**src/rtl/apb_program_loader.sv**
```systemverilog
// APB initiator that streams a program image into the core's instruction memory,
// then releases the core. Optional read-back verify: define LOADER_READBACK_EN.
module apb_program_loader #(
  parameter int DATA_LENGTH    = 32,
  parameter int ADDRESS_LENGTH = 32,
  parameter int ACCESS_CYCLES  = 1
) (
  input  logic                      clk,
  input  logic                      rst,
  input  logic                      start,
  input  logic [ADDRESS_LENGTH-1:0] base_addr,
  input  logic [15:0]               word_count,
  input  logic                      s_valid,
  input  logic [DATA_LENGTH-1:0]    s_data,
  output logic                      s_ready,
  output logic [ADDRESS_LENGTH-1:0] paddr,
  output logic [DATA_LENGTH-1:0]    pwdata,
  output logic                      pselect,
  output logic                      pwrite,
  output logic                      pready,
  input  logic [DATA_LENGTH-1:0]    prdata,
  output logic                      instruction_load_start,
  output logic                      core_select,
  output logic                      busy,
  output logic                      done,
  output logic                      error
);

`ifdef LOADER_READBACK_EN
  typedef enum logic [3:0] {
    IDLE, ARM, WAIT_DATA, SETUP, ACCESS, RB_SETUP, RB_ACCESS, RB_CHECK, FINISH
  } state_t;
`else
  typedef enum logic [2:0] {
    IDLE, ARM, WAIT_DATA, SETUP, ACCESS, FINISH
  } state_t;
`endif

  state_t state, next_state;

  logic [ADDRESS_LENGTH-1:0] addr_q;
  logic [15:0]               remaining;
  logic [3:0]                acc_cnt;
  logic                      acc_last;
  logic                      advance;
  logic                      last_word;

  assign acc_last  = (acc_cnt == 4'(ACCESS_CYCLES - 1));
  assign last_word = (remaining == 16'd1);

  always_comb begin
    next_state = state;
    s_ready    = 1'b0;
    pselect    = 1'b0;
    pwrite     = 1'b0;
    pready     = 1'b0;
    advance    = 1'b0;
    case (state)
      // done is high in the first IDLE cycle after a load; a start then is dropped
      IDLE:      if (start && !done) next_state = ARM;
      ARM:       next_state = (remaining == 16'd0) ? FINISH : WAIT_DATA;
      WAIT_DATA: begin
        s_ready = 1'b1;
        if (s_valid) next_state = SETUP;
      end
      SETUP: begin
        pselect    = 1'b1;
        pwrite     = 1'b1;
        next_state = ACCESS;
      end
      ACCESS: begin
        pselect = 1'b1;
        pwrite  = 1'b1;
        pready  = 1'b1;
        if (acc_last) begin
`ifdef LOADER_READBACK_EN
          next_state = RB_SETUP;
`else
          advance    = 1'b1;
          next_state = last_word ? FINISH : WAIT_DATA;
`endif
        end
      end
`ifdef LOADER_READBACK_EN
      RB_SETUP: begin
        pselect    = 1'b1;
        next_state = RB_ACCESS;
      end
      RB_ACCESS: begin
        pselect = 1'b1;
        pready  = 1'b1;
        if (acc_last) next_state = RB_CHECK;
      end
      RB_CHECK: begin
        advance    = 1'b1;
        next_state = last_word ? FINISH : WAIT_DATA;
      end
`endif
      FINISH:  next_state = IDLE;
      default: next_state = IDLE;
    endcase
  end

  always_ff @(posedge clk) begin
    if (!rst) begin
      state                  <= IDLE;
      addr_q                 <= '0;
      remaining              <= '0;
      acc_cnt                <= '0;
      paddr                  <= '0;
      pwdata                 <= '0;
      busy                   <= 1'b0;
      done                   <= 1'b0;
      core_select            <= 1'b0;
      instruction_load_start <= 1'b0;
    end else begin
      state <= next_state;
      done  <= 1'b0;
      case (state)
        IDLE: if (start && !done) begin
          addr_q      <= {base_addr[ADDRESS_LENGTH-1:2], 2'b00};
          remaining   <= word_count;
          core_select <= 1'b0;
          busy        <= 1'b1;
        end
        ARM: instruction_load_start <= 1'b1;
        // paddr is loaded on the way into SETUP so it is valid for the whole transfer
        WAIT_DATA: if (s_valid) begin
          pwdata <= s_data;
          paddr  <= addr_q;
        end
        FINISH: begin
          done                   <= 1'b1;
          core_select            <= 1'b1;
          busy                   <= 1'b0;
          instruction_load_start <= 1'b0;
        end
        default: ;
      endcase
      if (pready) acc_cnt <= acc_last ? '0 : acc_cnt + 4'd1;
      else        acc_cnt <= '0;
      if (advance) begin
        remaining <= remaining - 16'd1;
        addr_q    <= addr_q + ADDRESS_LENGTH'(4);
      end
    end
  end

`ifdef LOADER_READBACK_EN
  logic [DATA_LENGTH-1:0] rdata_q;
  logic                   error_q;
  logic                   unused_bits;

  always_ff @(posedge clk) begin
    if (!rst) begin
      rdata_q <= '0;
      error_q <= 1'b0;
    end else begin
      if (state == IDLE && start && !done) error_q <= 1'b0;
      if (state == RB_ACCESS && acc_last)  rdata_q <= prdata;
      if (state == RB_CHECK && rdata_q != pwdata) error_q <= 1'b1;
    end
  end

  assign error       = error_q;
  assign unused_bits = ^base_addr[1:0];
`else
  logic unused_bits;
  assign error       = 1'b0;
  assign unused_bits = ^{prdata, base_addr[1:0]};
`endif

endmodule

```
**config.mk**
```make
export PLATFORM = sky130hd
export DESIGN_NAME = apb_program_loader
export DESIGN_NICKNAME = d
export VERILOG_FILES = /design/src/rtl/apb_program_loader.sv
export SDC_FILE = /design/constraint.sdc
export NUM_CORES = 1
export LEC_CHECK = 0
export BUFFER_PORTS_ARGS = -buffer_cell sky130_fd_sc_hd__buf_2
export CAP_MARGIN = 30
export CELL_PAD_IN_SITES_DETAIL_PLACEMENT = 0
export CELL_PAD_IN_SITES_GLOBAL_PLACEMENT = 1
export CORE_UTILIZATION = 38
export CTS_CLUSTER_DIAMETER = 30
export CTS_CLUSTER_SIZE = 8
export DETAILED_ROUTE_END_ITERATION = 8
export PLACE_DENSITY_LB_ADDON = 0.2
export SLEW_MARGIN = 40
export SYNTH_ARGS = -nofsm -noshare
export SYNTH_HDL_FRONTEND = slang
export SYNTH_SLANG_ARGS = --single-unit
```
**constraint.sdc**
```tcl
create_clock -name clk -period 5.3 [get_ports clk]
set_input_delay 0.53 -clock clk [delete_from_list [all_inputs] [get_ports clk]]
set_output_delay 0.53 -clock clk [all_outputs]
set_load 0.02 [all_outputs]
```
==> reports/metrics.yaml <==
placement:
  place_ws_ps: 2450
  gp_congestion: 0.790
  dp_hpwl_mm: 10.1
  place_inst: 956
  numPortBuffers: 151
setup_path:
  critPathCaptureType: "register"
  crit_end: "remaining[13]$_SDFFE_PN0P_"
  critical_path_arrival_ps: 3160
  rr_worst_depth: 6
  r2r_start: "state[2]$_SDFFE_PN0P_"
  startpoint_type: "register"
  regToRegSetupSlack_ps: 2450
  critical_path.max_fanout: 19
  critPathRequiredTime_ps: 5600
  startpoint: "state[2]$_SDFFE_PN0P_"
  reg2reg_to: "remaining[13]$_SDFFE_PN0P_"
  critical_path_class: "register to register"
sta:
  tns_ps: 0
  fmax_ghz: 0.350
  drv_slew: 0
  finalHoldViolations: 0
  finalHoldWorstSlack_ps: 350
  fin_ws_ps: 2450
  skew_ps: 6.52
  tightest_slew_ps: 727
  timing.slew.headroom_pct: 51.4
  period_minus_slack_ps: 2850
  post-route-period-util_pct: 53.8
  rsz0062_at_grt: "false"
  setup_viol: 0
drt:
  num_vias: 5235
  drt_iter0_drc: 329
  wl_per_cell_um: 15.0
  antenna_left: 0
  vias_per_cell: 5.30
  drc_errors: 0
  drt_first_pass_iters: 5
  wl_mm: 14.8
synth:
  syn_inst: 676
  async_flop_share_pct: 0
  synth_area_leader_cell: "dfxtp_1"
  synth_area_mm2: 0.00530
  yosys_warnings: 0
  synth.distinct_cells: 62
  synth-seq-cells: 119
  synth_top_area_share_pct: 45.0
  synth_area_leaders: "dfxtp_1, nand2_1, a21oi_1"
  ys_seq_area_share_pct: 45.0
  synth_edf_count: 0
  synth.avg_cell_area_um2: 7.84
  ys.flop_type: "dfxtp_1"
power_and_ir_drop:
  p_per_area_mw_per_mm2: 428
  leakagePower_nw: 2.65
  irDropWorstVdd_mv: 0.282
run_status:
  status: "finished, final reports clean"
global_route:
  busiest_layer: "met2"
  grt_util_met3_pct: 4.80
  grt_usage_pct: 21.0
  antenna_found_initial: 1
  grt_overflow: 0
  grt_util_met1_pct: 28.3
  grt_use_met2_pct: 32.1
  grt_pass1_vias: 4693
  grt_max_degree: 63
  grt_pass1_wl_mm: 23.8
cells_and_area:
  finalNonFillerCells: 988
  area_growth_pct: 25.8
  drive_above_1_share_pct: 24.5
  fillers: 1399
  final_nets: 920
  multi_input_area_mm2: 0.00269
  layout_common_cells: "nand2_1, buf_2, dfxtp_1, a21oi_1, nor2_1"
  final_util_pct: 49.7
  final_common_cell: "nand2_1"
  seq_area_mm2: 0.00238
job:
  drv_cap: 0
clocking:
  cts-root-buf: "clkbuf_16"
  cts_tree: "built"
  cts_buffer_depth: 2
  cts.sinks: 119
  htreeDepth: 4
  ctsResizeCount: 0
  holdBufCountCts: 0
  worstSkewPairLatency_ps: 410
  clk_pin_slew_ps: 50
  cts_buffers: 17
  cts_setup_buffers: 0
die:
  fp.dieH_um: 120
  io_pins: 189
  die_x_um: 120
  die-area_mm2: 0.0144
  core_area_mm2: 0.0134
  start_util_pct: 39.5
  rows: 42
hold_path:
  hp-class: "input port to register"
[layout make-up]
class / instances / area share [%]
multi-input combinational: 498 / 40.4
sequential: 119 / 35.7
timing repair buffer: 154 / 11.7
clock buffer: 20 / 6.70
tap: 176 / 3.30
clock inverter: 11 / 1.61
inverter: 9 / 0.544
antenna: 1 / 0.0376
[cell families after synthesis]
| family | Yosys count | share of synthesized area (%) |
|---|---|---|
| adders and majority gates | 5 | 1.18 |
| buffers and inverters | 61 | 4.86 |
| and+or+nand+nor | 303 | 26.6 |
| muxes | 4 | 0.826 |
| AOI/OAI and AO/OA | 181 | 21.1 |
| DFF | 119 | 45.0 |
| xor gates and xnor gates | 2 | 0.331 |
| other | 1 | 0.0708 |
[synth_stat cells, drive strengths merged (4+ instances only)]
cell / n
nand2: 170
dfxtp: 119
a21oi: 94
clkbuf: 42
nor2: 30
nand3: 29
o21ai: 14
a22oi: 12
and3: 12
nand4: 12
a31oi: 11
buf: 10
nor3: 10
inv: 9
nor4: 6
or3: 6
a211oi: 5
a2bb2oi: 5
a311oi: 5
ha: 5
o211ai: 5
o21a: 5
o311ai: 5
or4: 5
a32oi: 4
nor2b: 4
[layer usage]
metal	up-vias	share of wire, %	wire (µm)
li1	2649	-	-
met1	2439	47	6980
met2	129	46	6870
met3	18	4.5	672
met4	0	1.8	263
met5	-	0	0
[worst max-delay path, cell delays in order, from the launching register on]
cell     delay [ps]
dfxtp_1         520
or3b_1          570
inv_2           170
nand2_1         440
nor4_1          690
a21oi_1         150
o21a_1          200
[state kept, by name, indices dropped and copies added (netlist names)]
name / count
state: 3
busy: 1
core_select: 1
acc_cnt: 4
addr_q: 30
done: 1
pwdata: 32
paddr: 30
instruction_load_start: 1
remaining: 16
[how the worst min path moves through the flow]
stage	start	end	slack (ps)	depth (start not counted)
finish	s_data[3]	pwdata[3]$_SDFFE_PN0P_	350	3
global route	s_data[21]	pwdata[21]$_SDFFE_PN0P_	340	3
CTS	s_data[21]	pwdata[21]$_SDFFE_PN0P_	340	3
detailed placement	pwdata[28]$_SDFFE_PN0P_	pwdata[28]$_SDFFE_PN0P_	440	2
global placement	paddr[18]$_SDFFE_PN0P_	paddr[18]$_SDFFE_PN0P_	440	2
floorplan	acc_cnt[0]$_SDFF_PP0_	acc_cnt[0]$_SDFF_PP0_	430	1
[report_power, final]
part	switching, mW	internal, mW
Combinational	0.406	0.230
Sequential	0.128	1.01
Clock	0.390	0.692
[through the flow]
stage | area [µm²] | power [mW]
2_1_floorplan | 5310 | 1.59
3_3_place_gp | 6080 | 1.77
3_5_place_dp | 6100 | 1.78
4_1_cts | 6660 | 2.87
5_1_grt | 6660 | 3.02
6_report | 6660 | 2.85
Note: power is estimated with default switching activity, not from simulation.
